## src/rtl/sca_trigger_gen.sv

```systemverilog
// Side-channel capture-trigger generator: gated level or delayed/width pulse.
// Optional trigger event counter enabled by defining SCA_TRIG_CNT_EN.
module sca_trigger_gen #(
   parameter int NumSrc = 4,
   parameter int CntW   = 16
) (
   input  logic              clk_i,
   input  logic              rst_i,
   input  logic              sw_trig_i,
   input  logic [NumSrc-1:0] src_busy_i,
   input  logic [NumSrc-1:0] cfg_src_sel_i,
   input  logic [1:0]        cfg_mode_i,
   input  logic [CntW-1:0]   cfg_delay_i,
   input  logic [CntW-1:0]   cfg_width_i,
   input  logic              arm_i,
   output logic              trig_o,
   output logic              armed_o,
   output logic [15:0]       trig_cnt_o
);

   localparam logic [1:0] M_GATED = 2'd0;
   localparam logic [1:0] M_REARM = 2'd2;
   localparam logic [1:0] M_OFF   = 2'd3;

   localparam logic [1:0] S_IDLE  = 2'd0;
   localparam logic [1:0] S_ARMED = 2'd1;
   localparam logic [1:0] S_DELAY = 2'd2;
   localparam logic [1:0] S_PULSE = 2'd3;

   localparam logic [CntW-1:0] ONE = {{(CntW-1){1'b0}}, 1'b1};

   logic [1:0]      state_q, state_d;
   logic [1:0]      mode_q;
   logic [CntW-1:0] cnt_q, cnt_d;
   logic [CntW-1:0] wid_q, wid_d;
   logic            qual_q;
   logic            trig_q, trig_d;
   logic            qual, rise, mode_chg;
   logic [CntW-1:0] width_eff;

   // An empty source mask means the software trigger alone qualifies.
   assign qual = sw_trig_i &
                 ((cfg_src_sel_i == '0) | (|(src_busy_i & cfg_src_sel_i)));
   assign rise      = qual & ~qual_q;
   assign width_eff = (cfg_width_i == '0) ? ONE : cfg_width_i;
   assign mode_chg  = (cfg_mode_i != mode_q);

   always_comb begin
      state_d = state_q;
      cnt_d   = cnt_q;
      wid_d   = wid_q;
      trig_d  = 1'b0;
      if ((cfg_mode_i == M_GATED) || (cfg_mode_i == M_OFF)) begin
         state_d = S_IDLE;
         trig_d  = (cfg_mode_i == M_GATED) & qual;
      end else if ((state_q != S_IDLE) && mode_chg) begin
         state_d = S_IDLE;
         cnt_d   = '0;
      end else begin
         unique case (state_q)
            S_IDLE: begin
               if (arm_i) state_d = S_ARMED;
            end
            S_ARMED: begin
               if (rise) begin
                  wid_d = width_eff;
                  if (cfg_delay_i == '0) begin
                     state_d = S_PULSE;
                     cnt_d   = width_eff;
                  end else begin
                     state_d = S_DELAY;
                     cnt_d   = cfg_delay_i;
                  end
               end
            end
            S_DELAY: begin
               if (cnt_q == ONE) begin
                  state_d = S_PULSE;
                  cnt_d   = wid_q;
               end else begin
                  cnt_d = cnt_q - ONE;
               end
            end
            S_PULSE: begin
               if (cnt_q == ONE) begin
                  state_d = (cfg_mode_i == M_REARM) ? S_ARMED : S_IDLE;
                  cnt_d   = '0;
               end else begin
                  cnt_d = cnt_q - ONE;
               end
            end
            default: state_d = S_IDLE;
         endcase
         trig_d = (state_d == S_PULSE);
      end
   end

   always_ff @(posedge clk_i) begin
      if (rst_i) begin
         state_q <= S_IDLE;
         mode_q  <= M_GATED;
         cnt_q   <= '0;
         wid_q   <= '0;
         qual_q  <= 1'b0;
         trig_q  <= 1'b0;
      end else begin
         state_q <= state_d;
         mode_q  <= cfg_mode_i;
         cnt_q   <= cnt_d;
         wid_q   <= wid_d;
         qual_q  <= qual;
         trig_q  <= trig_d;
      end
   end

   assign trig_o  = trig_q;
   assign armed_o = (state_q == S_ARMED);

`ifdef SCA_TRIG_CNT_EN
   logic [15:0] tcnt_q;

   always_ff @(posedge clk_i) begin
      if (rst_i) begin
         tcnt_q <= '0;
      end else if (trig_d && !trig_q && (tcnt_q != 16'hFFFF)) begin
         tcnt_q <= tcnt_q + 16'd1;
      end
   end

   assign trig_cnt_o = tcnt_q;
`else
   assign trig_cnt_o = 16'h0000;
`endif

endmodule

```

## config.mk

```make
export PLATFORM = sky130hd
export DESIGN_NAME = sca_trigger_gen
export DESIGN_NICKNAME = d
export VERILOG_FILES = /design/src/rtl/sca_trigger_gen.sv
export SDC_FILE = /design/constraint.sdc
export NUM_CORES = 1
export LEC_CHECK = 0
export ABC_AREA = 0
export CAP_MARGIN = 10
export CORE_MARGIN = 8
export CORE_UTILIZATION = 53
export DETAILED_ROUTE_END_ITERATION = 8
export GPL_TIMING_DRIVEN = 0
export MAX_ROUTING_LAYER = met4
export PLACE_DENSITY = 0.92
export SLEW_MARGIN = 20
export SYNTH_ARGS = -nofsm -noshare
export SYNTH_HDL_FRONTEND = slang
export SYNTH_SLANG_ARGS = --single-unit
export TNS_END_PERCENT = 50
```

## constraint.sdc

```tcl
create_clock -name clk_i -period 3.9 [get_ports clk_i]
set_input_delay 0.585 -clock clk_i [delete_from_list [all_inputs] [get_ports clk_i]]
set_output_delay 0.585 -clock clk_i [all_outputs]
set_load 0.02 [all_outputs]
```

==> key figures <==
Logic synthesis
  • Post-synthesis sequential area ratio: 30.66%
  • Cells taking the most area after synthesis: dfxtp_1 31%, mux2i_1 6.9%, buf_4 5.7%
  • Async S/R FF share, synth: 0%
  • Cell Area, Synth: 2481 µm²
  • Cell accounting for the most synthesized area: dfxtp_1
  • Top FF cell, synth: dfxtp_1
  • Seq cells post-synth: 38
  • Cell variety after synth: 49
  • Ranking of synthesized cells by instance count: 38 x dfxtp_1, 25 x nor2_1, 19 x buf_4
  • Mapped Avg Cell Area: 8.925 µm²
  • Share of the synthesized area in the top cell type: 30.66%
  • Top-count cell post-synth: dfxtp_1
  • Ys Warns: 0
  • Number of flops mapped to enable cells by yosys: 0
  • Gate Count Post-Synth: 278

Timing
  • Setup TNS: 0 ns
  • Setup-failing EPs final: 0
  • Max-slew headroom at the worst pin: 59.06%
  • Clock skew: 0.003780 ns
  • Slew @ Worst Pin: 0.6142 ns
  • Slew Limit Fails: 0
  • Hold Vio Cnt, Final: 0
  • Fmax: 354.4 MHz
  • Min Hold Slack: 0.5250 ns
  • Final Cycle Share: 72.35%
  • Fin crit period: 2.822 ns
  • RSZ-0062 raised after global routing: false

Pwr
  • Pwr Total: 0.0008960 W
  • VDD IR max: 176.6 µV
  • Power density over cell area: 281.0 nW/µm²
  • Leakage Power: 1.228 nW

Floorplan
  • IO Pins: 64
  • Initial Util: 53.59%
  • Die area: 7127 µm²
  • Die width: 84.42 µm
  • Rows: 25
  • Core area: 4629 µm²
  • Die height: 84.42 µm

Placement
  • HPWL after detailed placement: 5.678 mm
  • Buffers on Ports: 47
  • RePlAce Congestion: 0.9117
  • Placed cell count: 394

CTS
  • Hold_buf cts: 0
  • Clk Latency, worst-skew pair: 0.29 ns
  • Clock Path Buffers: 2
  • TritonCTS clock tree: done
  • Clock Sinks: 38
  • Clock transition at path regs: 0.07 ns
  • Clock root buffer: clkbuf_8
  • Resize count post-CTS: 0
  • Num CTS Buffers: 5
  • H-tree lvl count: 2
  • Setup bufs post-CTS: 0

Critical path
  • Worst EP required: 4.11 ns
  • Critical path startpoint category: primary input
  • Crit Path Category: in2reg
  • FF-to-FF path depth: 7
  • WP data arrival: 3.04 ns
  • Crit Reg-Reg Startpoint: cnt_q[0]
  • CP Capture Type: flip-flop
  • Crit Reg-Reg Endpoint: cnt_q[7]
  • Worst-path maximum fanout: 10
  • R2R Setup Slk: 1.75 ns

Global routing
  • Number of global-route vias before repair: 2,391
  • Pin count of the biggest net entering global routing: 12
  • Gr ovfl total: 0
  • Initial antenna violation count: 0
  • Global-route wire length before repair: 11.86 mm
  • Total track usage: 20.81%

Final layout
  • Nets: 397
  • # diodes: 0
  • Layout cells sized above 1: 11.82%
  • Fillers: 367
  • Fin cells: 401
  • Final core utilization: 68.86%
  • Synthesis-to-finish area growth: 28.49%

Detailed routing
  • Routed vias: 2,460
  • Drt first pass iters: 6
  • Drt total wl: 7.136 mm
  • # DRC: 0
  • Via density: 6.135
  • Initial DRC count: 224
  • Routed len/inst: 17.80 µm
  • Routed Antenna Nets: 0

Hold path
  • Hold path start: wid_q[10]
  • Hold EP: wid_q[10]
  • HP Class: reg2reg
  • Hold path cells: 2

Run
  • Max_cap viols: 0

Status
  • Outcome: finished, final reports clean
==> metal layers <==
metal / vias up / wire, µm / track usage (%)
met5: - / 0 / -
met4: 0 / 89 / 7.443
met3: 9 / 582 / 4.780
met2: 123 / 3400 / 33.38
met1: 1177 / 3064 / 24.89
li1: 1151 / - / -
==> area by class of cell <==
cell class              count  area [µm²]  share of cell area, %
repair buffers             47       470.5                  14.76
flip-flops and latches     38       760.7                  23.86
clock inverters             1       30.03                 0.9419
multi-input cells         212        1498                  46.98
plain buffers              35       249.0                  7.810
inverters                   8       30.03                 0.9419
well taps                  54       67.56                  2.119
clock buffers               6       82.58                  2.590
==> how the worst max path moves through the flow <==
stage / slack (ns) / startpoint / endpoint / cells past startpoint
after detailed placement: 0.88 / cfg_mode_i[1] / cnt_q[12] / 9
after global placement: 0.89 / cfg_mode_i[0] / cnt_q[12] / 9
final: 1.08 / cfg_mode_i[1] / cnt_q[12] / 9
after CTS: 1.14 / cfg_mode_i[1] / cnt_q[12] / 9
after floorplan: 1.78 / cfg_mode_i[0] / cnt_q[12] / 8
after global routing: 0.93 / cfg_mode_i[1] / cnt_q[12] / 9
==> sequential cells by signal (all words and copies together) (netlist names) <==
| signal | cells |
|---|---|
| trig_o | 1 |
| cnt_q | 16 |
| mode_q | 2 |
| state_q | 2 |
| wid_q | 16 |
| qual_q | 1 |
==> kinds of logic after synthesis <==
kind of cell / share of synthesized area, %
AND/OR/NAND/NOR: 24.06
AO/OA/AOI/OAI: 20.78
buffers and inverters: 11.25
flip-flops: 30.66
multiplexers: 6.858
XOR/XNOR: 4.236
adder cells (fa/ha/maj): 2.017
other: 0.1511
==> placed cells by master, fill, tap and decap left out, drive strengths merged, types with 2 or more instances in the layout <==
cell and count:
and4 3, nand4 5, o211ai 12, nor2b 3
dfxtp 38, clkbuf 16, nand2 9, nand3b 15
or4 2, a32o 14, o21ai 5, conb 16
xor2 4, ha 4, a211o 11, clkdlybuf4s50 47
mux2i 17, inv 8, nand3 6, xnor2 8
nand4b 2, nor3 10, a311oi 2, a22oi 3
or3 4, a31oi 2, o221ai 2, a21oi 4
nor2 26, nor4 11, buf 25, nand2b 3
a211oi 2
==> per-stage QoR <==
step | instance area [µm²] | setup WS (ns)
after floorplan | 2537 | 1.776
after global placement | 3075 | 0.8871
after detailed placement | 3075 | 0.8772
after CTS | 3188 | 1.143
after global routing | 3188 | 0.9349
final | 3188 | 1.078
==> critical path: stages <==
cell,delay (ns)
clkdlybuf4s50_1,0.53
inv_1,0.09
ha_1,0.38
nand4b_1,0.12
a31oi_1,0.07
a2111oi_4,0.59
clkbuf_1,0.45
nand2_1,0.11
o211ai_1,0.09
==> power breakdown <==
part / internal [W] / switching [W]
Combinational: 0.0000818 / 0.0000744
Clock: 0.000205 / 0.000140
Sequential: 0.000392 / 0.00000364
Note: power is estimated with default switching activity, not from simulation.
